===== src/rtl/cordic_iter_core.sv =====
// Iterative CORDIC core: one micro-rotation per clock, rotation or vectoring mode.
// Optional quadrant pre-rotation enabled by defining CORDIC_QUAD_EXT_EN.
module cordic_iter_core #(
  parameter int unsigned WIDTH = 16,
  parameter int unsigned ITERS = 16
) (
  input  logic             clock,
  input  logic             reset,
  input  logic             io_in_valid,
  output logic             io_in_ready,
  input  logic             io_in_mode,
  input  logic [WIDTH-1:0] io_in_x,
  input  logic [WIDTH-1:0] io_in_y,
  input  logic [WIDTH-1:0] io_in_z,
  output logic             io_out_valid,
  input  logic             io_out_ready,
  output logic [WIDTH-1:0] io_out_x,
  output logic [WIDTH-1:0] io_out_y,
  output logic [WIDTH-1:0] io_out_z
);

  localparam int unsigned XW = WIDTH + 2;

  localparam logic [1:0] StIdle = 2'd0;
`ifdef CORDIC_QUAD_EXT_EN
  localparam logic [1:0] StPre  = 2'd1;
  localparam logic [WIDTH-1:0] HalfPi = {2'b01, {(WIDTH-2){1'b0}}};
`endif
  localparam logic [1:0] StIter = 2'd2;
  localparam logic [1:0] StDone = 2'd3;

  localparam logic [5:0] LastIter = 6'(ITERS - 1);

  localparam logic signed [XW-1:0] SatMax = {3'b000, {(WIDTH-1){1'b1}}};
  localparam logic signed [XW-1:0] SatMin = {3'b111, {(WIDTH-1){1'b0}}};

  logic [1:0]              state_q, state_d;
  logic                    mode_q;
  logic signed [XW-1:0]    x_q, y_q;
  logic [WIDTH-1:0]        z_q;
  logic [5:0]              iter_q;
  logic [WIDTH-1:0]        out_x_q, out_y_q, out_z_q;

  logic                    in_fire;
  logic                    d_pos;
  logic signed [XW-1:0]    x_sh, y_sh, rot_x, rot_y;
  logic [WIDTH-1:0]        rot_z;
  logic signed [31:0]      atan_full;
  logic [WIDTH-1:0]        atan_w;

  // atan(2^-i) scaled so that 2^32 spans a full turn
  function automatic logic [31:0] atan_lut(input logic [4:0] i);
    logic [31:0] v;
    unique case (i)
      5'd0:  v = 32'h20000000;
      5'd1:  v = 32'h12E4051E;
      5'd2:  v = 32'h09FB385B;
      5'd3:  v = 32'h051111D4;
      5'd4:  v = 32'h028B0D43;
      5'd5:  v = 32'h0145D7E1;
      5'd6:  v = 32'h00A2F61E;
      5'd7:  v = 32'h00517C55;
      5'd8:  v = 32'h0028BE53;
      5'd9:  v = 32'h00145F2F;
      5'd10: v = 32'h000A2F98;
      5'd11: v = 32'h000517CC;
      5'd12: v = 32'h00028BE6;
      5'd13: v = 32'h000145F3;
      5'd14: v = 32'h0000A2FA;
      5'd15: v = 32'h0000517D;
      5'd16: v = 32'h000028BE;
      5'd17: v = 32'h0000145F;
      5'd18: v = 32'h00000A30;
      5'd19: v = 32'h00000518;
      5'd20: v = 32'h0000028C;
      5'd21: v = 32'h00000146;
      5'd22: v = 32'h000000A3;
      5'd23: v = 32'h00000051;
      5'd24: v = 32'h00000029;
      5'd25: v = 32'h00000014;
      5'd26: v = 32'h0000000A;
      5'd27: v = 32'h00000005;
      5'd28: v = 32'h00000003;
      5'd29: v = 32'h00000001;
      5'd30: v = 32'h00000001;
      default: v = 32'h00000000;
    endcase
    return v;
  endfunction

  function automatic logic [WIDTH-1:0] sat(input logic signed [XW-1:0] v);
    logic [WIDTH-1:0] r;
    if (v > SatMax) begin
      r = SatMax[WIDTH-1:0];
    end else if (v < SatMin) begin
      r = SatMin[WIDTH-1:0];
    end else begin
      r = v[WIDTH-1:0];
    end
    return r;
  endfunction

  assign in_fire      = io_in_valid && (state_q == StIdle);
  assign io_in_ready  = (state_q == StIdle);
  assign io_out_valid = (state_q == StDone);
  assign io_out_x     = out_x_q;
  assign io_out_y     = out_y_q;
  assign io_out_z     = out_z_q;

  always_comb begin
    atan_full = $signed(atan_lut(iter_q[4:0]));
    atan_w    = WIDTH'(atan_full >>> (32 - WIDTH));
    x_sh      = x_q >>> iter_q;
    y_sh      = y_q >>> iter_q;
    // Rotation drives z toward 0, vectoring drives y toward 0
    d_pos     = mode_q ? y_q[XW-1] : ~z_q[WIDTH-1];
    if (d_pos) begin
      rot_x = x_q - y_sh;
      rot_y = y_q + x_sh;
      rot_z = z_q - atan_w;
    end else begin
      rot_x = x_q + y_sh;
      rot_y = y_q - x_sh;
      rot_z = z_q + atan_w;
    end
  end

`ifdef CORDIC_QUAD_EXT_EN
  logic signed [XW-1:0] pre_x, pre_y;
  logic [WIDTH-1:0]     pre_z;

  // Fold the operand into the right half-plane before iterating
  always_comb begin
    pre_x = x_q;
    pre_y = y_q;
    pre_z = z_q;
    if (!mode_q) begin
      if (z_q[WIDTH-1:WIDTH-2] == 2'b01) begin
        pre_x = -y_q;
        pre_y = x_q;
        pre_z = z_q - HalfPi;
      end else if (z_q[WIDTH-1:WIDTH-2] == 2'b10) begin
        pre_x = y_q;
        pre_y = -x_q;
        pre_z = z_q + HalfPi;
      end
    end else if (x_q[XW-1]) begin
      if (!y_q[XW-1]) begin
        pre_x = y_q;
        pre_y = -x_q;
        pre_z = z_q + HalfPi;
      end else begin
        pre_x = -y_q;
        pre_y = x_q;
        pre_z = z_q - HalfPi;
      end
    end
  end
`endif

  always_comb begin
    state_d = state_q;
    unique case (state_q)
      StIdle: begin
        if (in_fire) begin
`ifdef CORDIC_QUAD_EXT_EN
          state_d = StPre;
`else
          state_d = StIter;
`endif
        end
      end
`ifdef CORDIC_QUAD_EXT_EN
      StPre:  state_d = StIter;
`endif
      StIter: if (iter_q == LastIter) state_d = StDone;
      StDone: if (io_out_ready) state_d = StIdle;
      default: state_d = StIdle;
    endcase
  end

  always_ff @(posedge clock) begin
    if (reset) begin
      state_q <= StIdle;
      mode_q  <= 1'b0;
      x_q     <= '0;
      y_q     <= '0;
      z_q     <= '0;
      iter_q  <= '0;
      out_x_q <= '0;
      out_y_q <= '0;
      out_z_q <= '0;
    end else begin
      state_q <= state_d;
      case (state_q)
        StIdle: begin
          if (in_fire) begin
            mode_q <= io_in_mode;
            x_q    <= {{2{io_in_x[WIDTH-1]}}, io_in_x};
            y_q    <= {{2{io_in_y[WIDTH-1]}}, io_in_y};
            z_q    <= io_in_z;
            iter_q <= '0;
          end
        end
`ifdef CORDIC_QUAD_EXT_EN
        StPre: begin
          x_q <= pre_x;
          y_q <= pre_y;
          z_q <= pre_z;
        end
`endif
        StIter: begin
          x_q    <= rot_x;
          y_q    <= rot_y;
          z_q    <= rot_z;
          iter_q <= iter_q + 6'd1;
          if (iter_q == LastIter) begin
            out_x_q <= sat(rot_x);
            out_y_q <= sat(rot_y);
            out_z_q <= rot_z;
          end
        end
        default: ;
      endcase
    end
  end

endmodule


===== config.mk =====
export PLATFORM = sky130hd
export DESIGN_NAME = cordic_iter_core
export DESIGN_NICKNAME = d
export VERILOG_FILES = /design/src/rtl/cordic_iter_core.sv
export SDC_FILE = /design/constraint.sdc
export NUM_CORES = 1
export LEC_CHECK = 0
export BUFFER_PORTS_ARGS = -buffer_cell sky130_fd_sc_hd__buf_2
export CAP_MARGIN = 10
export CORE_ASPECT_RATIO = 1.75
export CORE_UTILIZATION = 50
export CTS_CLUSTER_DIAMETER = 30
export DETAILED_ROUTE_END_ITERATION = 6
export HOLD_SLACK_MARGIN = 0.03
export PLACE_DENSITY = 0.71
export SYNTH_ARGS = -nofsm -noshare
export SYNTH_HDL_FRONTEND = slang
export SYNTH_SLANG_ARGS = --single-unit

===== constraint.sdc =====
create_clock -name clock -period 7.8 [get_ports clock]
set_clock_uncertainty 0.2 [all_clocks]
set_input_delay 0.39 -clock clock [delete_from_list [all_inputs] [get_ports clock]]
set_output_delay 0.39 -clock clock [all_outputs]
set_load 0.01 [all_outputs]

== Word level (Yosys, flattened, before mapping) ==
Memory sizes are Yosys's and may differ from the RTL's. A register that Yosys moved wholly into a read port is not among the register bits.
Index checks and enable logic that the tools add are counted.

* Register bits: 109
* Memory bits (read-only): 960
* Bits of input ports: 53
* Output and inout port bits: 50
* Logic and storage cells: 59
* Memories: 1

{| class="wikitable"
|+ Memories
! memory !! words !! width !! read ports !! clocked after Yosys merged registers in !! write ports !! line !! source
|-
| (no name shown) || 32 || 30 || 1 || 1 || 0 || 54 || <nowiki>unique case (i)</nowiki>
|}

* Add/sub/neg operators: 7
* Magnitude comparators: 4
* Equality and inequality tests: 6
* Shift operators: 2
* Mux-type cells: 22
* Bitwise logic cells: 1
* Reduce and logical (&&, ||, !) cells: 7

{| class="wikitable"
|+ Operators by type and width
! operator !! count
|-
| 16-bit 2-to-1 mux || 6
|-
| 18-bit 2-to-1 mux || 4
|-
| 18-bit one-hot mux with 2 select lines || 2
|-
| 18-bit adder || 2
|-
| 18-bit by 16-bit greater-than comparator with 1-bit output (second input constant) || 2
|-
| 18-bit by 16-bit less-than comparator with 1-bit output (second input constant) || 2
|-
| 18-bit by 6-bit >>> shifter with 18-bit output || 2
|-
| 18-bit subtractor || 2
|-
| 16-bit one-hot mux with 2 select lines || 1
|-
| 16-bit adder || 1
|-
| 16-bit subtractor || 1
|-
| 6-bit one-hot mux with 2 select lines || 1
|-
| 5-bit 2-to-1 mux || 2
|-
| 6-bit by 1-bit adder with 6-bit output (second input constant) || 1
|-
| 6-bit by 4-bit == test with 1-bit output (second input constant) || 1
|-
| 2-bit 2-to-1 mux || 3
|-
| 6-bit 2-to-1 mux || 1
|-
| 2-bit one-hot mux with 3 select lines || 1
|-
| 2-bit AND reduction || 3
|-
| 2-bit == test (second input constant) || 2
|-
| 2-bit by 1-bit inequality test with 1-bit output (second input constant) || 2
|-
| 3-bit AND reduction || 1
|-
| 2-bit logical NOT || 1
|-
| 2-bit inequality test (second input constant) || 1
|-
| other kinds (4) || 4
|}

== Logic depth before layout (Yosys ltp) ==
Gate-level depths: netlist of the first run.

* Depth after elaboration: 6
* Gate-level depth with buffers: 25
* Mapped depth without buffers: 21

== Least setup slack after synthesis of the first run ==
OpenSTA, ideal clock, no wires.

* Path kind: reg2reg
* From: reg iter_q[0]
* To: reg out_y_q[11], in the netlist io_out_y[11]
* Library setup time: 86 ps
* Arrival time: 5389 ps
* Data required time: 7514 ps
* Path slack: 2126 ps
* Cell stages (with the launch flop): 23
* Buffers on the path: 3
* Period minus slack after synthesis: 5674 ps
* Cells stage by stage: dfxtp_1 > buf_2 > buf_2 > mux4_2 > mux2i_1 > o22ai_1 > a221oi_2 > ha_1 > nand4_1 > nor3_1 > nor2_1 > xnor2_1 > ha_1 > and2_1 > a221o_1 > a311oi_1 > nor2_1 > or4_1 > a22o_1 > o2111ai_1 > clkbuf_1 > o21ai_0 > a211oi_1

* Cells in the longest elaborated chain, start to end: 6
* Elaborated cells on any way between the ends: 10
* Classes of those cells: add/sub (2); order compare (2); eq/ne (1); shift (1); mux (3); reduce/logical (1)

{| class="wikitable"
|+ Ends and longest elaborated chain
! what !! line !! source
|-
| start: declaration || 41 || <nowiki>logic [5:0] iter_q;</nowiki>
|-
| start signal: assignment || 216 || <nowiki>iter_q <= iter_q + 6'd1;</nowiki>
|-
| 18-bit by 6-bit >>> shifter with 18-bit output || 113 || <nowiki>x_sh = x_q >>> iter_q;</nowiki>
|-
| 18-bit subtractor or 18-bit adder (tied branches) || 123, 119 ||
|-
| 18-bit 2-to-1 mux || 117 || <nowiki>if (d_pos) begin</nowiki>
|-
| 18-bit by 16-bit less-than comparator with 1-bit output || 95 || <nowiki>end else if (v < SatMin) begin</nowiki>
|-
| 16-bit 2-to-1 mux || 95 ||
|-
| 16-bit 2-to-1 mux || 93 || <nowiki>if (v > SatMax) begin</nowiki>
|-
| end signal: assignment || 219 || <nowiki>out_y_q <= sat(rot_y);</nowiki>
|-
| end: declaration || 42 || <nowiki>logic [WIDTH-1:0] out_x_q, out_y_q, out_z_q;</nowiki>
|}

Parallel ways exist; a longest one is shown, timed or not.
A chain may end at the register's enable or synchronous reset.

== Final worst setup path of the first run ==
* From: reg iter_q[1]
* To: reg out_x_q[4], in the netlist io_out_x[4]

* Cells in the longest elaborated chain, start to end: 6
* Elaborated cells on any way between the ends: 10
* Classes of those cells: add/sub (2); order compare (2); eq/ne (1); shift (1); mux (3); reduce/logical (1)

{| class="wikitable"
|+ Ends and longest elaborated chain
! what !! line !! source
|-
| 18-bit by 6-bit >>> shifter with 18-bit output || 114 || <nowiki>y_sh = y_q >>> iter_q;</nowiki>
|-
| 18-bit adder or 18-bit subtractor (tied branches) || 122, 118 ||
|-
| 18-bit 2-to-1 mux || 117 ||
|-
| 18-bit by 16-bit less-than comparator with 1-bit output || 95 ||
|-
| 16-bit 2-to-1 mux || 95 ||
|-
| 16-bit 2-to-1 mux || 93 ||
|-
| end signal: assignment || 218 || <nowiki>out_x_q <= sat(rot_x);</nowiki>
|-
| end: declaration || 42 ||
|}

Parallel ways exist; a longest one is shown, timed or not.

==> results by group, run 1 <==
Power
  • Int Power: 2.38 mW
  • Switch share: 48.5%
  • Flop pwr share: 18.9%
  • Comb pwr share: 62.7%
  • P_sw: 2.24 mW
  • Clock share of power: 18.5%
  • Pwr Density: 381 mW/mm2
  • Leakage: about 4.7 nW
  • Peak supply drop: 0.217 mV

Layout
  • Fin area: 0.0121 mm2
  • P&R area growth vs syn: 12.3%
  • Filler cells: 1,993
  • Area of the multi-input gates: 0.00781 mm2
  • NumNets Final: 1,528
  • Ant diodes: 0
  • Share of cells above drive strength 1: 17.3%
  • Register area: 0.00247 mm2

Clocking
  • TritonCTS clock tree: done
  • Number of CTS-inserted buffers: 17
  • Max Root-Sink Buffers: 2
  • PostCTS Resize Cnt: 0
  • H-tree levels: 4
  • Clk slew on worst S/H paths: 0.06 ns
  • Setup bufs post-CTS: 0
  • CTS root buf: clkbuf_16
  • Hold buffers post-CTS: 7
  • Total clock sinks: 123
  • Later-pin clock latency in the skew report: about 0.43 ns

STA
  • Final TNS setup: 0 ns
  • Fmax: 146 MHz
  • Final period util: between 80% and 90%
  • Setup Viol. Count Final: 0
  • Max Slew Vio Count: 0
  • Setup repair after global routing missed its margin: no
  • Final worst path period need: 6.85 ns
  • Final Hold Fails: 0
  • Final worst slack: 0.954 ns
  • Worst Tran Pin Value: 1.09 ns
  • Slew HR: 27.0%

Critical path
  • Critical path type: flip-flop to flip-flop
  • Startpoint types: flip-flop
  • Worst setup EP type: flip-flop
  • Crit Path Max Fanout: 45
  • Worst r2r path cells: 22
  • Critical Path AT: 6.92 ns
  • Data required time of the worst path: around 7.9 ns

Yosys
  • Synth Net Count: roughly 1,500
  • Asr flop ratio synth: 0%
  • Number of flops mapped to enable cells by yosys: 0
  • Yosys warns: 0
  • Area of the mapped netlist: 0.0108 mm2
  • Top cells by area, synth: dfxtp_1 (23%), mux4_2 (7.9%), ha_1 (6.8%)
  • Post-synth top flop: dfxtp_1
  • Yosys top cell by area: dfxtp_1
  • Syn Inst Count: 1,357
  • Count leader, synth: nor2_1
  • Share of the synthesized area in the top cell type: 22.8%
  • Seq/Total Area, Yosys: between 20% and 30%
  • Syn_area_per_cell: 7.96 um2
  • Register bit total from synthesis: 123
  • Yosys cell types: 79
  • Commonest cells post-synth: nor2_1 (170), nand2_1 (127), dfxtp_1 (123)

Die
  • Die Span X: 113 um
  • Die Area: 0.0222 mm2
  • Die height: about 200 um
  • Initial core utilization: 51.4%
  • # IOs: between 100 and 150
  • Core Footprint: 0.0210 mm2
  • Row cnt: 70

Global route
  • Pin count of the biggest net entering global routing: 57
  • Vias in the first global route: 10,700
  • Grt ovf: 0
  • GRT Total Usage: between 30% and 40%
  • Initial antenna violation count: 0
  • First-pass GRT wire length: a little under 60,000 um

Status
  • Status: finished, final reports clean

Min path
  • HP Class: primary input to flip-flop
  • Worst Hold Depth: 3

Drt
  • DRT Pass-1 Iters: 7
  • Routed len/inst: 22.2 um
  • Residual DRC: 0
  • Initial DRC count: 955
  • Vias: 11,000
  • Final wirelength: approximately 37,000 um
  • Vias/cell: roughly 6.6
  • Final ANT Viol Nets: 0

Place
  • Gpl congestion: approximately 0.95
  • Dpl ws: 0.988 ns
  • Post-DP HPWL: 27,600 um
  • Placed cell area: 0.0114 mm2
  • PortBufs: 102

Job
  • Max Cap Viol: 0
-- layer usage --
metal	track usage, %	up-vias	share of wire, %
li1	-	5150	-
met1	35.9	5260	36
met2	61.8	469	52
met3	4.34	131	5.5
met4	22.5	0	6.4
met5	0	-	0
-- placed cells by master (no fill, tap or decap), types with 10 or more instances in the layout --
| cell | n |
|---|---|
| nor2_1 | 168 |
| nand2_1 | 127 |
| dfxtp_1 | 120 |
| a21oi_1 | 103 |
| buf_2 | 101 |
| o21ai_0 | 64 |
| ha_1 | 59 |
| xnor2_1 | 52 |
| a211oi_1 | 50 |
| nor3_1 | 48 |
| mux4_2 | 38 |
| inv_1 | 36 |
| xor2_1 | 29 |
| nand3_1 | 27 |
| buf_4 | 23 |
| mux2i_1 | 21 |
| a311oi_1 | 20 |
| clkbuf_16 | 17 |
| o21a_1 | 15 |
| nand2b_1 | 14 |
| nor2b_1 | 13 |
| o211ai_1 | 13 |
| or3_1 | 13 |
| o21bai_1 | 12 |
| a211oi_2 | 12 |
| a21o_1 | 11 |
| nand4_1 | 11 |
| a31oi_1 | 11 |
| or2_2 | 10 |
-- power groups by stage --
| stage | sequential (mW) | combinational, mW | clock, mW |
|---|---|---|---|
| global route | 0.881 | 3.13 | 0.881 |
| finish | 0.871 | 2.89 | 0.852 |
| detailed placement | 0.877 | 2.81 | 0 |
| global placement | 0.875 | 2.80 | 0 |
| floorplan | 0.783 | 2.19 | 0 |
| CTS | 0.865 | 2.84 | 0.857 |
-- area by class of cell --
class / instances / share of cell area (%)
clock buffer: 22 / 3.83
clock inverter: 10 / 1.35
inverter: 39 / 1.21
multi-input combinational: 1100 / 64.4
sequential: 123 / 20.3
tap: 252 / 2.60
timing repair buffer: 132 / 6.25
-- state kept, by name, indices dropped and copies added (netlist names) --
name / count
io_out_x: 16
mode_q: 1
z_q: 16
y_q: 18
iter_q: 6
io_out_y: 16
x_q: 18
io_out_z: 16
atan_full: 14
state_q: 2
-- stage by stage --
step / total power [mW] / instances / util (%) / hold slack, ns
after floorplan: 2.97 / 1357 / - / 0.263
after CTS: 4.57 / 1677 / 57.6 / 0.0319
final: 4.62 / 1678 / 57.7 / 0.0419
after global routing: 4.89 / 1678 / 57.7 / 0.0390
after detailed placement: 3.69 / 1638 / 54.3 / 0.245
after global placement: 3.68 / 1638 / 54.3 / 0.243
-- logic make-up (layout without fill, tap and decap cells) --
| family | count (synthesis) | in the layout | synth area share [%] |
|---|---|---|---|
| buf+inv | 134 | 203 | 5.13 |
| xor+xnor | 82 | 82 | 6.79 |
| flops | 123 | 123 | 22.8 |
| mux | 67 | 67 | 10.7 |
| compound gates | 409 | 409 | 26.2 |
| simple gates | 480 | 480 | 21.0 |
| fa+ha+maj | 62 | 62 | 7.39 |
-- final timing paths --
| path | from | end | slack, ns |
|---|---|---|---|
| worst min-delay path | io_in_y[9] | y_q[9]$_SDFFE_PP0P_ | 0.04 |
| worst min register to register | io_out_z[3]$_SDFFE_PP0P_ | io_out_z[3]$_SDFFE_PP0P_ | 0.25 |
| worst max-delay path | iter_q[1]$_SDFFE_PP0P_ | io_out_x[4]$_SDFFE_PP0P_ | 0.95 |
| worst max register to register | iter_q[1]$_SDFFE_PP0P_ | io_out_x[4]$_SDFFE_PP0P_ | 0.95 |
-- critical path, stage by stage (launching register included) --
cell and delay, ns:
dfxtp_2 0.96, buf_4 0.36, mux2_2 0.37, mux2i_1 0.17
a21o_1 0.25, nor2_1 0.05, or3_1 0.32, inv_1 0.08
ha_1 0.22, a41oi_1 0.21, nand2b_1 0.24, a21oi_1 0.23
xor2_1 0.18, ha_1 0.28, and4_1 0.20, and3_1 0.17
or4_1 0.42, or2_2 0.31, nand4_1 0.10, nand4b_1 0.09
xnor3_2 0.57, a21oi_4 0.52, a211oi_1 0.15
Note: power is estimated with default switching activity, not from simulation.
==> inputs of run 2 (changes only) <==
--- a/config.mk
+++ b/config.mk
@@ -7,7 +7,8 @@
 export LEC_CHECK = 0
 export BUFFER_PORTS_ARGS = -buffer_cell sky130_fd_sc_hd__buf_2
 export CAP_MARGIN = 10
-export CORE_ASPECT_RATIO = 1.75
+export CORE_ASPECT_RATIO = 0.7
+export CORE_MARGIN = 2
 export CORE_UTILIZATION = 50
 export CTS_CLUSTER_DIAMETER = 30
 export DETAILED_ROUTE_END_ITERATION = 6
==> constraint.sdc (replaced) <==
create_clock -name clock -period 8 [get_ports clock]
set_clock_uncertainty 0.2 [all_clocks]
set_input_delay 0.4 -clock clock [delete_from_list [all_inputs] [get_ports clock]]
set_output_delay 0.4 -clock clock [all_outputs]
set_load 0.01 [all_outputs]
==> run 2 against run 1 <==
  * Final area about the same
  * Hold slack got worse by 0.0044 ns
  * Sequential share of layout area about the same
  * Global-route usage shrank 2.5 points
  * Non-clock buffer count shrank 7
  * Sequential power shrank 2.4%
  * Register-to-register slack improved by 0.02 ns
  * Die area grew 2.7%
  * Setup slack better by 0.022 ns
  * Via count up 0.25%
  * Utilization increased by 0.15 points
  * Clock-buffer cell count is 4 higher
  * Critical path type unchanged
==> results by group, run 2 (synthesis results as in run 1) <==
Die
  • Initial core utilization: just over 50%
  • # IOs: 103
  • Row cnt: 44
  • Die Area: between 0.02 and 0.025 mm2
  • Die height: 127 um
  • Die Span X: around 180 um
  • Core Footprint: 0.0210 mm2

Clocking
  • Clk slew on worst S/H paths: 0.06 ns
  • CTS root buf: clkbuf_16
  • H-tree levels: 4
  • Max Root-Sink Buffers: 2
  • Number of CTS-inserted buffers: 17
  • Setup bufs post-CTS: 0
  • Total clock sinks: 123
  • TritonCTS clock tree: done
  • PostCTS Resize Cnt: 0
  • Hold buffers post-CTS: 3
  • Later-pin clock latency in the skew report: between 0.4 and 0.5 ns

Place
  • PortBufs: 102
  • Placed cell area: 0.0114 mm2
  • Placed cells: 1,660
  • Gpl congestion: 0.977
  • Post-DP HPWL: between 20,000 and 30,000 um

Drt
  • Vias/cell: 6.51
  • DRT Pass-1 Iters: 5
  • Final ANT Viol Nets: 0
  • Final wirelength: 35,800 um
  • Vias: about 11,000
  • Routed len/inst: around 21 um
  • Initial DRC count: 1,155
  • Residual DRC: 0

Layout
  • Share of cells above drive strength 1: 17.3%
  • Commonest cells after routing, fill and taps aside: nor2_1 (168), nand2_1 (127), dfxtp_1 (120)
  • Top flop regs: x_q (18), y_q (18)
  • NumNets Final: 1,521
  • Register area: 0.00247 mm2
  • Area of the multi-input gates: 0.00782 mm2
  • Ant diodes: 0
  • Commonest non-fill, non-tap cell in the layout: nor2_1
  • Non-Filler Instances: ~1,700
  • Fin area: 0.0121 mm2
  • Filler cells: 1,894
  • P&R area growth vs syn: 12.3%

Critical path
  • Critical path type: flip-flop to flip-flop
  • Data required time of the worst path: around 8.1 ns
  • Worst setup EP type: flip-flop
  • Startpoint types: flip-flop
  • Critical Path AT: between 7 and 8 ns
  • Crit Path Max Fanout: 37

STA
  • Final TNS setup: 0 ns
  • Final Hold Fails: 0
  • Worst Tran Pin Value: 1.13 ns
  • Slew HR: 24.5%
  • Max Slew Vio Count: 0
  • Fmax: 142 MHz
  • Final period util: 87.8%
  • Final worst path period need: 7.02 ns
  • Setup repair after global routing missed its margin: no
  • Setup Viol. Count Final: 0

Power
  • Leakage: roughly 4.7 nW
  • Peak supply drop: 0.226 mV
  • Pwr Density: 372 mW/mm2

Min path
  • HP Class: primary input to flip-flop

Global route
  • Pin count of the biggest net entering global routing: 54
  • Vias in the first global route: 9,927
  • First-pass GRT wire length: 56,700 um
  • Initial antenna violation count: 0
  • Grt ovf: 0
  • GRT Total Usage: 31.4%

Job
  • Max Cap Viol: 0

Status
  • Status: finished, final reports clean
-- run 2: cell count changes in the layout (fill, tap and decap cells not counted), moves of 2 or more --
cell	before	now
clkbuf_8	2	5
clkinv_4	2	0
dlygate4sd3_1	8	3
buf_4	23	21
-- run 2: cell type report --
type	count	area share [%]
Multi-Input combinational cell	1100	64.4
Sequential cell	123	20.3
Timing Repair Buffer	125	5.71
Clock buffer	26	4.20
Tap cell	276	2.85
Clock inverter	6	1.28
Inverter	39	1.21
-- run 2: power by group --
part	leakage, nW	internal (mW)	switching, mW
logic	3.40	1.09	1.69
registers	1.01	0.688	0.163
clock network	0.325	0.594	0.286
total	4.73	2.38	2.14
-- run 2: worst paths after layout --
check	endpoint	slack (ns)	cells past startpoint	start
min reg2reg	io_out_z[12]$_SDFFE_PP0P_	0.25	2	io_out_z[12]$_SDFFE_PP0P_
min	y_q[11]$_SDFFE_PP0P_	0.04	3	io_in_y[11]
max	io_out_x[2]$_SDFFE_PP0P_	0.98	20	iter_q[0]$_SDFFE_PP0P_
max reg2reg	io_out_x[2]$_SDFFE_PP0P_	0.98	20	iter_q[0]$_SDFFE_PP0P_
-- run 2: stage by stage --
stage | utilization [%] | total power [mW] | setup slack, ns | hold WS [ns]
final | 57.8 | 4.51 | 0.976 | 0.0375
after CTS | 57.8 | 4.45 | 1.03 | 0.0333
after global placement | 54.5 | 3.52 | 1.23 | 0.242
after global routing | 57.8 | 4.82 | 0.482 | 0.0405
after detailed placement | 54.5 | 3.56 | 1.05 | 0.245
after floorplan | - | 2.90 | 2.33 | 0.263
-- run 2: worst max-delay path, stage by stage (launching register included) --
cell      delay, ns
dfxtp_2        0.93
buf_4          0.46
mux4_2         0.63
mux2i_1        0.27
o21ai_1        0.17
nor2_1         0.21
ha_1           0.24
a41oi_1        0.21
nand2b_1       0.24
a21oi_1        0.25
xor2_1         0.19
ha_1           0.28
and4_1         0.22
and3_1         0.17
or4_1          0.41
or2_2          0.31
nand4_1        0.10
nand4b_1       0.10
xnor3_2        0.56
a21oi_4        0.53
a211oi_1       0.15
-- run 2: layer usage --
metal	share of wire [%]	GRT usage (%)	vias up	wire [um]
met4	2.2	8.42	0	773
li1	-	-	5131	-
met5	0	0	-	0
met1	46	46.3	5211	16500
met2	39	43.6	632	14100
met3	12	9.88	63	4410
==> inputs of run 3 (changes only) <==
==> constraint.sdc (replaced) <==
create_clock -name clock -period 8 [get_ports clock]
set_clock_uncertainty 0.2 [all_clocks]
set_input_delay 1.2 -clock clock [delete_from_list [all_inputs] [get_ports clock]]
set_output_delay 1.2 -clock clock [all_outputs]
set_load 0.01 [all_outputs]
==> run 3 against run 2 <==
  * Global-route usage about the same
  * Routed wire length up 0.13%
  * Utilization down 0.13 points
  * Hold slack better by 0.21 ns
  * Power about the same
  * First-iteration DRC count increased by 11%
  * Final area decreased by 0.23%
  * Highest routed layer unchanged
==> results by group, run 3 (synthesis results as in run 1) <==
Layout
  • Commonest non-fill, non-tap cell in the layout: nor2_1
  • Area of the multi-input gates: 0.00782 mm2
  • Top flop regs: x_q (18), y_q (18)
  • P&R area growth vs syn: 12.1%
  • Register area: 0.00247 mm2
  • Share of cells above drive strength 1: 17.3%
  • NumNets Final: 1,518
  • Util after Layout: a little under 60%
  • Filler cells: between 1,500 and 2,000
  • Commonest cells after routing, fill and taps aside: nor2_1 (168), nand2_1 (127), dfxtp_1 (120)

Job
  • Max Cap Viol: 0

Die
  • Core Footprint: between 0.02 and 0.025 mm2
  • # IOs: 103
  • Initial core utilization: 51.5%
  • Die Area: 0.0228 mm2
  • Die height: 127 um
  • Row cnt: 44
  • Die Span X: 180 um

Drt
  • Met2 routed WL: 14,300 um
  • Met1 Routed Length: 16,900 um
  • Residual DRC: 0
  • DRT Pass-1 Iters: 5
  • Initial DRC count: 1,278
  • Top layer in use: met4
  • WL met3: 4040 um
  • Vias/cell: 6.48
  • Routed len/inst: 21.2 um
  • Vias: 11,000
  • Final wirelength: 35,800 um
  • Final ANT Viol Nets: 0

Global route
  • Grt ovf: 0
  • GRT Total Usage: 31.4%
  • Pin count of the biggest net entering global routing: 54
  • First-pass GRT wire length: 56,700 um
  • Initial antenna violation count: 0
  • Vias in the first global route: 9,909

Place
  • Gpl congestion: 0.977
  • Post-DP HPWL: roughly 26,000 um
  • PortBufs: between 100 and 150

Clocking
  • Number of CTS-inserted buffers: 17
  • Total clock sinks: between 100 and 150
  • Later-pin clock latency in the skew report: 0.43 ns
  • Clk slew on worst S/H paths: 0.06 ns
  • CTS root buf: clkbuf_16
  • Hold buffers post-CTS: 0
  • TritonCTS clock tree: done
  • PostCTS Resize Cnt: 0
  • H-tree levels: 4
  • Setup bufs post-CTS: 0
  • Max Root-Sink Buffers: 2

STA
  • Final Hold Fails: 0
  • Final worst path period need: 7.03 ns
  • Max Slew Vio Count: 0
  • Slew HR: roughly a quarter
  • Setup repair after global routing missed its margin: no
  • Setup Viol. Count Final: 0
  • Fmax: 142 MHz
  • Worst Tran Pin Value: 1.10 ns
  • Final period util: 87.9%
  • Final TNS setup: 0 ns

Power
  • Pwr Density: 373 mW/mm2
  • Overall power: between 4 and 5 mW
  • Peak supply drop: 0.227 mV
  • Leakage: 4.72 nW

Min path
  • HP Class: flip-flop to flip-flop
  • Worst Hold Depth: 2

Critical path
  • Critical path type: flip-flop to flip-flop
  • Worst r2r path cells: 20
  • Crit Path Max Fanout: 37
  • Critical Path AT: approximately 7 ns
  • Startpoint types: flip-flop
  • Worst setup EP type: flip-flop
  • Data required time of the worst path: 8.08 ns

Status
  • Status: finished, final reports clean
run 3: layer usage:
metal	vias to the layer above	global-route usage, %
met5	-	0
met4	0	8.42
met3	48	9.88
met2	606	43.5
met1	5183	46.3
li1	5126	-
run 3: path summary, 6_finish.rpt:
check,from,endpoint,slack [ns]
min reg2reg,io_out_z[12]$_SDFFE_PP0P_,io_out_z[12]$_SDFFE_PP0P_,0.25
max reg2reg,iter_q[0]$_SDFFE_PP0P_,io_out_x[2]$_SDFFE_PP0P_,0.97
min,io_out_z[12]$_SDFFE_PP0P_,io_out_z[12]$_SDFFE_PP0P_,0.25
max,iter_q[0]$_SDFFE_PP0P_,io_out_x[2]$_SDFFE_PP0P_,0.97
run 3: metrics by stage:
step,instance area [um2],cells,worst slack [ns],hold WS [ns]
CTS,12100,1692,1.03,0.253
finish,12100,1693,0.966,0.252
detailed placement,11400,1660,1.05,0.245
global route,12100,1692,0.482,0.285
floorplan,10800,1357,2.33,0.263
global placement,11400,1660,1.23,0.242
run 3: worst max-delay path: stages (launching register included):
cell      delay [ns]
dfxtp_2         0.93
buf_4           0.46
mux4_2          0.64
mux2i_1         0.27
o21ai_1         0.16
nor2_1          0.21
ha_1            0.24
a41oi_1         0.22
nand2b_1        0.24
a21oi_1         0.25
xor2_1          0.19
ha_1            0.28
and4_1          0.22
and3_1          0.17
or4_1           0.41
or2_2           0.31
nand4_1         0.10
nand4b_1        0.10
xnor3_2         0.57
a21oi_4         0.53
a211oi_1        0.15
run 3: cell type report:
| type | count | share of cell area (%) |
|---|---|---|
| Antenna cell | 1 | 0.0207 |
| Multi-Input combinational cell | 1100 | 64.6 |
| Timing Repair Buffer | 122 | 5.48 |
| Sequential cell | 123 | 20.4 |
| Inverter | 39 | 1.21 |
| Clock inverter | 6 | 1.28 |
| Tap cell | 276 | 2.85 |
| Clock buffer | 26 | 4.21 |
run 3: where the power goes:
group	total, mW	switching (mW)	internal [mW]	leakage (nW)
logic	2.78	1.69	1.09	3.39
clock network	0.880	0.286	0.594	0.325
registers	0.852	0.164	0.688	1.01
total	4.52	2.14	2.37	4.72
